**src/rtl/uart_rx_param.sv**
```systemverilog
// Parametrised UART receiver: 2-flop rx synchroniser, 3-sample majority voting,
// configurable data/parity/stop format and a valid/ack output with overrun detection.
module uart_rx_param #(
  parameter int DATA_BITS  = 8,
  parameter int OVERSAMPLE = 16,
  parameter int PARITY_EN  = 0,
  parameter int PARITY_ODD = 0,
  parameter int STOP_BITS  = 1
) (
  input  logic                 clk,
  input  logic                 reset,
  input  logic                 rx,
  input  logic                 baud_tick,
  output logic [DATA_BITS-1:0] data_out,
  output logic                 data_valid,
  input  logic                 data_ack,
  output logic                 parity_err,
  output logic                 frame_err,
  output logic                 overrun_err,
  output logic                 busy
);

  localparam int CW = $clog2(OVERSAMPLE);
  localparam int IW = $clog2(DATA_BITS);
  localparam int M  = OVERSAMPLE / 2;
  localparam logic [CW-1:0] CNT_LO   = CW'(M - 1);
  localparam logic [CW-1:0] CNT_MID  = CW'(M);
  localparam logic [CW-1:0] CNT_HI   = CW'(M + 1);
  localparam logic [CW-1:0] CNT_END  = CW'(OVERSAMPLE - 1);
  localparam logic [IW-1:0] LAST_IDX = IW'(DATA_BITS - 1);
  localparam logic          LAST_STOP  = (STOP_BITS == 2);
  localparam logic          ODD_PARITY = (PARITY_ODD != 0);

  typedef enum logic [2:0] {IDLE, START, DATA, PARITY, STOP} state_t;

  logic                 rx_meta_reg, rx_s_reg;
  state_t               state_reg, state_next;
  logic                 armed_reg, armed_next;
  logic [CW-1:0]        tick_reg, tick_next;
  logic [IW-1:0]        bit_idx_reg, bit_idx_next;
  logic                 stop_idx_reg, stop_idx_next;
  logic                 samp_a_reg, samp_a_next;
  logic                 samp_b_reg, samp_b_next;
  logic                 bit_reg, bit_next;
  logic [DATA_BITS-1:0] shift_reg, shift_next;
  logic                 perr_reg, perr_next;
  logic                 ferr_reg, ferr_next;
  logic                 pub_reg, pub_next;
  logic                 maj;
  logic                 end_bit;

  always_ff @(posedge clk or posedge reset) begin
    if (reset) begin
      rx_meta_reg  <= 1'b1;
      rx_s_reg     <= 1'b1;
      state_reg    <= IDLE;
      armed_reg    <= 1'b0;
      tick_reg     <= '0;
      bit_idx_reg  <= '0;
      stop_idx_reg <= 1'b0;
      samp_a_reg   <= 1'b0;
      samp_b_reg   <= 1'b0;
      bit_reg      <= 1'b0;
      shift_reg    <= '0;
      perr_reg     <= 1'b0;
      ferr_reg     <= 1'b0;
      pub_reg      <= 1'b0;
    end else begin
      rx_meta_reg  <= rx;
      rx_s_reg     <= rx_meta_reg;
      state_reg    <= state_next;
      armed_reg    <= armed_next;
      tick_reg     <= tick_next;
      bit_idx_reg  <= bit_idx_next;
      stop_idx_reg <= stop_idx_next;
      samp_a_reg   <= samp_a_next;
      samp_b_reg   <= samp_b_next;
      bit_reg      <= bit_next;
      shift_reg    <= shift_next;
      perr_reg     <= perr_next;
      ferr_reg     <= ferr_next;
      pub_reg      <= pub_next;
    end
  end

  // Third vote is the live synchronised sample at count M+1.
  assign maj     = (samp_a_reg & samp_b_reg) | (samp_a_reg & rx_s_reg) | (samp_b_reg & rx_s_reg);
  assign end_bit = (tick_reg == CNT_END);

  always_comb begin
    state_next    = state_reg;
    armed_next    = armed_reg;
    tick_next     = tick_reg;
    bit_idx_next  = bit_idx_reg;
    stop_idx_next = stop_idx_reg;
    samp_a_next   = samp_a_reg;
    samp_b_next   = samp_b_reg;
    bit_next      = bit_reg;
    shift_next    = shift_reg;
    perr_next     = perr_reg;
    ferr_next     = ferr_reg;
    pub_next      = 1'b0;

    if (baud_tick) begin
      if (state_reg != IDLE) begin
        tick_next = end_bit ? '0 : tick_reg + CW'(1);
        if (tick_reg == CNT_LO)  samp_a_next = rx_s_reg;
        if (tick_reg == CNT_MID) samp_b_next = rx_s_reg;
        if (tick_reg == CNT_HI)  bit_next    = maj;
      end

      case (state_reg)
        IDLE: begin
          if (rx_s_reg) begin
            armed_next = 1'b1;
          end else if (armed_reg) begin
            state_next = START;
            tick_next  = '0;
            armed_next = 1'b0;
            perr_next  = 1'b0;
            ferr_next  = 1'b0;
          end
        end
        START: begin
          if (tick_reg == CNT_HI && maj) begin
            state_next = IDLE;
            tick_next  = '0;
          end else if (end_bit) begin
            state_next   = DATA;
            bit_idx_next = '0;
          end
        end
        DATA: begin
          if (end_bit) begin
            shift_next = {bit_reg, shift_reg[DATA_BITS-1:1]};
            if (bit_idx_reg == LAST_IDX) begin
              state_next    = (PARITY_EN != 0) ? PARITY : STOP;
              stop_idx_next = 1'b0;
            end else begin
              bit_idx_next = bit_idx_reg + IW'(1);
            end
          end
        end
        PARITY: begin
          if (end_bit) begin
            perr_next  = ((^shift_reg) ^ bit_reg) != ODD_PARITY;
            state_next = STOP;
          end
        end
        STOP: begin
          if (end_bit) begin
            ferr_next = ferr_reg | ~bit_reg;
            if (stop_idx_reg == LAST_STOP) begin
              pub_next   = 1'b1;
              state_next = IDLE;
            end else begin
              stop_idx_next = 1'b1;
            end
          end
        end
        default: state_next = IDLE;
      endcase
    end
  end

  // Output handshake runs every clk; a publish in the same cycle as an ack is not an overrun.
  always_ff @(posedge clk or posedge reset) begin
    if (reset) begin
      data_out    <= '0;
      data_valid  <= 1'b0;
      parity_err  <= 1'b0;
      frame_err   <= 1'b0;
      overrun_err <= 1'b0;
    end else if (pub_reg) begin
      data_out    <= shift_reg;
      parity_err  <= perr_reg;
      frame_err   <= ferr_reg;
      data_valid  <= 1'b1;
      overrun_err <= data_valid & ~data_ack;
    end else if (data_ack && data_valid) begin
      data_valid  <= 1'b0;
      overrun_err <= 1'b0;
    end
  end

  assign busy = (state_reg != IDLE);

endmodule
```
**config.mk**
```make
export PLATFORM = sky130hd
export DESIGN_NAME = uart_rx_param
export DESIGN_NICKNAME = d
export VERILOG_FILES = /design/src/rtl/uart_rx_param.sv
export SDC_FILE = /design/constraint.sdc
export NUM_CORES = 1
export LEC_CHECK = 0
export ABC_AREA = 1
export CAP_MARGIN = 20
export CORE_UTILIZATION = 60
export CTS_CLUSTER_DIAMETER = 150
export DETAILED_ROUTE_END_ITERATION = 16
export MAX_ROUTING_LAYER = met4
export PLACE_DENSITY = 0.83
export SLEW_MARGIN = 10
export SYNTH_ARGS = -nofsm -noshare
export SYNTH_HDL_FRONTEND = slang
export SYNTH_SLANG_ARGS = --single-unit
```
**constraint.sdc**
```tcl
create_clock -name clk -period 3.3 [get_ports clk]
set_input_delay 0.495 -clock clk [delete_from_list [all_inputs] [get_ports clk]]
set_output_delay 0.495 -clock clk [all_outputs]
set_load 0.005 [all_outputs]
```
### Word-level counts from Yosys, hierarchy flattened

Cells that the tools add are included.

| storage, ports and cells | value |
|---|---|
| flip-flop bits (word level) | 40 |
| bits in latches | 0 |
| RAM bits | 0 |
| bits in read-only memories | 0 |
| input bits | 5 |
| output and inout bits | 13 |
| logic and storage cells | 111 |
| memories | 0 |

| cells by class | value |
|---|---|
| add/sub/neg operators | 2 |
| multiply operators | 0 |
| divide/modulo/power cells | 0 |
| $lt $le $gt $ge | 0 |
| equal/unequal tests | 20 |
| shift-type cells | 0 |
| multiplexer cells | 40 |
| bitwise logic cells | 10 |
| reductions and logical operators | 20 |

Operator list:

| cell | count |
|---|---|
| $mux W3 | 13 |
| $mux W4 | 5 |
| $ne A2 B2 Y1 const B | 10 |
| $mux W1 | 16 |
| $pmux W3 S5 | 1 |
| $reduce_and A5 Y1 | 3 |
| $eq A4 B4 Y1 const B | 3 |
| $reduce_and A3 Y1 | 4 |
| $reduce_bool A2 Y1 | 5 |
| $reduce_and A9 Y1 | 1 |
| $pmux W4 S2 | 1 |
| $reduce_xor A8 Y1 | 1 |
| $eq A3 B2 Y1 const B | 2 |
| $eq A3 B3 Y1 const B | 2 |
| $pmux W1 S2 | 3 |
| $pmux W3 S2 | 1 |
| $reduce_and A6 Y1 | 1 |
| $add A4 B1 Y4 const B | 1 |
| $and A1 B1 Y1 | 4 |
| $eq A4 B3 Y1 const B | 1 |
| $add A3 B1 Y3 const B | 1 |
| $eq A3 B1 Y1 const B | 1 |
| $logic_not A3 Y1 | 1 |
| $ne A3 B3 Y1 const B | 1 |
| 6 further kinds | 10 |

### Longest topological paths before layout

| depth | value |
|---|---|
| depth in word-level cells | 6 |
| depth in mapped cells | 10 |
| mapped depth without buffers | 10 |

### Worst setup path after synthesis

OpenSTA, ideal clock, no wires.

| timing | value |
|---|---|
| path type | flip-flop to flip-flop |
| start point | register tick_reg[0] |
| end point | register state_reg[2] |
| library setup time | 0.117 ns |
| arrival | 1.306 ns |
| required time | 3.183 ns |
| slack | 1.876 ns |
| cell stages (with the launch flop) | 11 |
| buffers on the path | 0 |
| period minus slack after synthesis | 1.424 ns |
| path through | dfrtp_1 -> ha_1 -> nand2_1 -> nor2_2 -> inv_2 -> nand3_1 -> nand2_1 -> nor2_4 -> nand3_2 -> nand2_1 -> nand2_1 |

| between the ends | value |
|---|---|
| longest elaborated chain between the ends | 4 |
| elaborated cells on any way between the ends | 10 |
| classes of those cells | eq/ne (6); mux (2); reduce/logical (2) |

Ends and longest elaborated chain:

| what | line | text |
|---|---|---|
| start: declaration | 39 | `logic [CW-1:0] tick_reg, tick_next;` |
| start signal: assignment | 73 | `tick_reg <= tick_next;` |
| $eq A4 B4 Y1 | 125 | `if (tick_reg == CNT_HI && maj) begin` |
| $logic_and A1 B1 Y1 | 125 |  |
| $ne A3 B3 Y1 (no line) / $mux W3 (equally long branches) | n/a |  |
| $reduce_and A9 Y1 (no line) / $pmux W3 S5 (equally long branches) | n/a |  |
| end signal: assignment | 71 | `state_reg <= state_next;` |
| end: declaration | 37 | `state_t state_reg, state_next;` |

Several ways; a longest one is shown, not always the timed one.
A chain may end at the register's enable or synchronous reset.

### Worst setup path in the final report

| timing | value |
|---|---|
| start point | register state_reg[2] |
| end point | output busy |

| between the ends | value |
|---|---|
| longest elaborated chain between the ends | 1 |

Ends and longest elaborated chain:

| what | line | text |
|---|---|---|
| $reduce_bool A3 Y1 | 186 | `assign busy = (state_reg != IDLE);` |
| end: declaration | 20 | `output logic busy` |

Every way passes these cells.

==> results.toml <==
[floorplanning]
die_area_um2 = 3630
core_um2 = 3130
die_y_um = 60.3
initial_utilization_pct = 65.2
die_x_um = 60.3
io_pins = 18
core.rowCount = 20

[global_routing]
antenna_found_initial = 0
gr-total-overflow = 0
grt_pass1_vias = 1437
grtUsageTotal_pct = 23.4
grt_start_max_net_pins = 40
grt_pass1_wl_mm = 6.06

[power_and_ir_drop]
vdd_drop_max_uv = 328
power.leakage_nw = 1.13
p_per_area_nw_per_um2 = 517

[synthesis]
syn-cell-area_um2 = 2040
synth_top_area_share_pct = 45.4
synth.area.top_cells = "dfrtp_1 (45%), nand2_1 (16%), inv_1 (4.4%)"
syn-instance-count = 245
synth_top_area_cell = "dfrtp_1"
synth-seq-cells = 39
yosys.cell_types.count = 32
avgSynthCellArea_um2 = 8.32
synth_warnings = 0
syn_nets = 255
synth.yosys.seq_area_share_pct = 48.0

[critical_path]
cp_cell_sequence = "nor2_2, nand2_4, clkdlybuf4s50_1"
r2r-end = "state_reg[0]$_DFFE_PP0P_"
setup.reg_to_reg.worst_slack_ps = 1670
max_stage_delay_ps = 490
worst_path_dominant_cell_family = "flip-flops"
crit_slowest_cell = "dfrtp_1"
cp_num_buf_inv = 1
endpoint_kind = "output port"
cp-start-kind = "register"
cp.required_ps = 2800
cp-endpoint = "busy"
crit_fanout = 6
worstSetupPathType = "register to output port"
cp-startpoint = "state_reg[2]$_DFFE_PP0P_"
crit_arrival_ps = 1620
worst-path-stages = 3
rr_worst_depth = 10
timing.rr.start = "tick_reg[0]$_DFFE_PP0P_"

[sta]
finalSetupViolCount = 0
maxSlewHeadroom_pct = 68.6
max_freq_ghz = 0.473
whs_ps = 362
finalCriticalPeriod_ps = 2110
worst_slack_ps = 1190
tightest_slew_ps = 472
fin_crit_sh_pct = 64.1
hold_viol = 0
slew_violations = 0
fin_worst_skew_ps = 9.41
setup-tns-final_ps = 0
grt_setup_unrepaired = "no"

[cells_and_area]
nets = 278
fin_util_pct = 73.7
antenna_cells = 0
fin_cells = 313
fillers = 256
drive_above_1_share_pct = 15.6
syn_to_final_growth_pct = 13.1

[routing]
wl_per_cell_um = 10.9
vias = 1583
vias_per_cell = 5.06
wl_met2_mm = 1.58
wl_met3_um = 109
routed.top_layer = "met4"
wl_met1_mm = 1.65
first_iter_violations = 65
totalWireLength_mm = 3.40
antenna_left = 0
dr.pass1.iters = 5
drc = 0

[clocking]
worst_skew_pair.late_latency_ps = 340
cts_tree = "yes"
clockRootBuffer = "clkbuf_4"
clkTransAtPathRegs_ps = 110
numCtsBuffers = 5
post_cts_buffers = 0
post_cts_resized = 0
clkSinkCount = 39
clockBufferDepth = 2
h-tree-depth = 2
hold_buffers = 0

[job]
drv_cap = 0

[placed_design]
gp_congestion = 0.810
post-place-ws_ps = 1410
dp.cells = 305
place_hpwl_mm = 2.52
io_buffers = 17

[status]
status = "finished, final reports clean"

[worst_hold_path]
hold_class = "register to register"
where the power goes:
| part | total, W | switching [W] | internal (W) |
|---|---|---|---|
| combinational | 0.000375 | 0.000236 | 0.000139 |
| sequential | 0.000585 | 0.0000559 | 0.000529 |
| clock | 0.000232 | 0.000149 | 0.0000831 |
how the worst min path moves through the flow:
stage,startpoint,cells past startpoint,to,slack (ps)
finish,rx_meta_reg$_DFF_PP1_,0,rx_s_reg$_DFF_PP1_,360
global route,rx_meta_reg$_DFF_PP1_,0,rx_s_reg$_DFF_PP1_,370
CTS,rx_meta_reg$_DFF_PP1_,0,rx_s_reg$_DFF_PP1_,360
detailed placement,rx_meta_reg$_DFF_PP1_,0,rx_s_reg$_DFF_PP1_,350
global placement,rx_meta_reg$_DFF_PP1_,0,rx_s_reg$_DFF_PP1_,350
floorplan,rx_meta_reg$_DFF_PP1_,0,rx_s_reg$_DFF_PP1_,350
worst register-to-register path, stage by stage (launching register included):
cell and delay (ps):
dfrtp_1 420, ha_1 180, nand2_1 120, nor2_2 170, inv_2 100, nand3_1 120, nand2_1 110, nor2_4 110
nand3_2 80, nand2_1 70, nand2_1 50
cell usage in the layout, fill, tap and decap left out:
cell type / netlist / layout
nand4_1: 3 / 3
a31o_2: 1 / 1
clkdlybuf4s50_1: 0 / 17
clkbuf_4: 0 / 5
and3_1: 1 / 1
xnor2_1: 2 / 2
inv_4: 1 / 1
dfrtp_1: 37 / 37
nor3_4: 1 / 1
nor3_1: 1 / 1
a21oi_2: 1 / 1
inv_6: 1 / 1
o21ai_0: 15 / 15
nand2_1: 88 / 88
nor2_1: 9 / 9
dfstp_2: 2 / 2
nand2_2: 3 / 3
nand2_4: 4 / 4
clkinv_1: 1 / 1
xor2_1: 2 / 2
o21ai_1: 5 / 5
clkinv_2: 0 / 1
clkbuf_1: 1 / 2
buf_4: 0 / 1
o21a_1: 1 / 1
nand3_1: 9 / 9
nand3_2: 2 / 2
nor3_2: 2 / 2
inv_2: 4 / 4
inv_1: 24 / 24
o21ai_2: 7 / 7
a21oi_1: 5 / 5
ha_1: 5 / 5
nor2_2: 3 / 3
nor2_4: 3 / 3
synth_stat cells:
library cell and instances:
nand2_1 88, dfrtp_1 37, inv_1 24, o21ai_0 15, nand3_1 9, nor2_1 9, o21ai_2 7, a21oi_1 5
ha_1 5, o21ai_1 5, inv_2 4, nand2_4 4, nand2_2 3, nand4_1 3, nor2_2 3, nor2_4 3
dfstp_2 2, nand3_2 2, nor3_2 2, xnor2_1 2, xor2_1 2, a21oi_2 1, a31o_2 1, and3_1 1
buf_6 1, clkbuf_1 1, clkinv_1 1, inv_4 1, inv_6 1, nor3_1 1, nor3_4 1, o21a_1 1
metal layers:
layer | GRT usage [%] | vias to the layer above
met5 | - | -
met3 | 6.06 | 6
met1 | 29.4 | 725
met2 | 36.4 | 31
met4 | 8.31 | 0
li1 | - | 821
per-stage QoR:
step                      cell area (um2)  power [W]
after floorplan                      2040   0.000877
after global placement               2260   0.000958
after detailed placement             2260   0.000967
after CTS                            2310    0.00120
after global routing                 2310    0.00128
final                                2310    0.00119
layout make-up:
cell class                      count  area, um2  area share, %
Sequential cell                    39        978           42.4
Multi-Input combinational cell    173        921           39.9
Timing Repair Buffer               18        178           7.70
Inverter                           31        124           5.37
Tap cell                           44       55.1           2.39
Clock buffer                        7       45.0           1.95
Clock inverter                      1       5.00          0.217
kinds of logic after synthesis:
group                    count (synthesis)  synth area share, %
buffers and inverters                   33                 6.81
XOR/XNOR                                 4                 1.72
AND/OR/NAND/NOR                        129                 30.0
adder cells (fa/ha/maj)                  5                 3.07
AO/OA/AOI/OAI                           35                 10.4
flip-flops                              39                 48.0
Power figures use the tool's default switching activity.
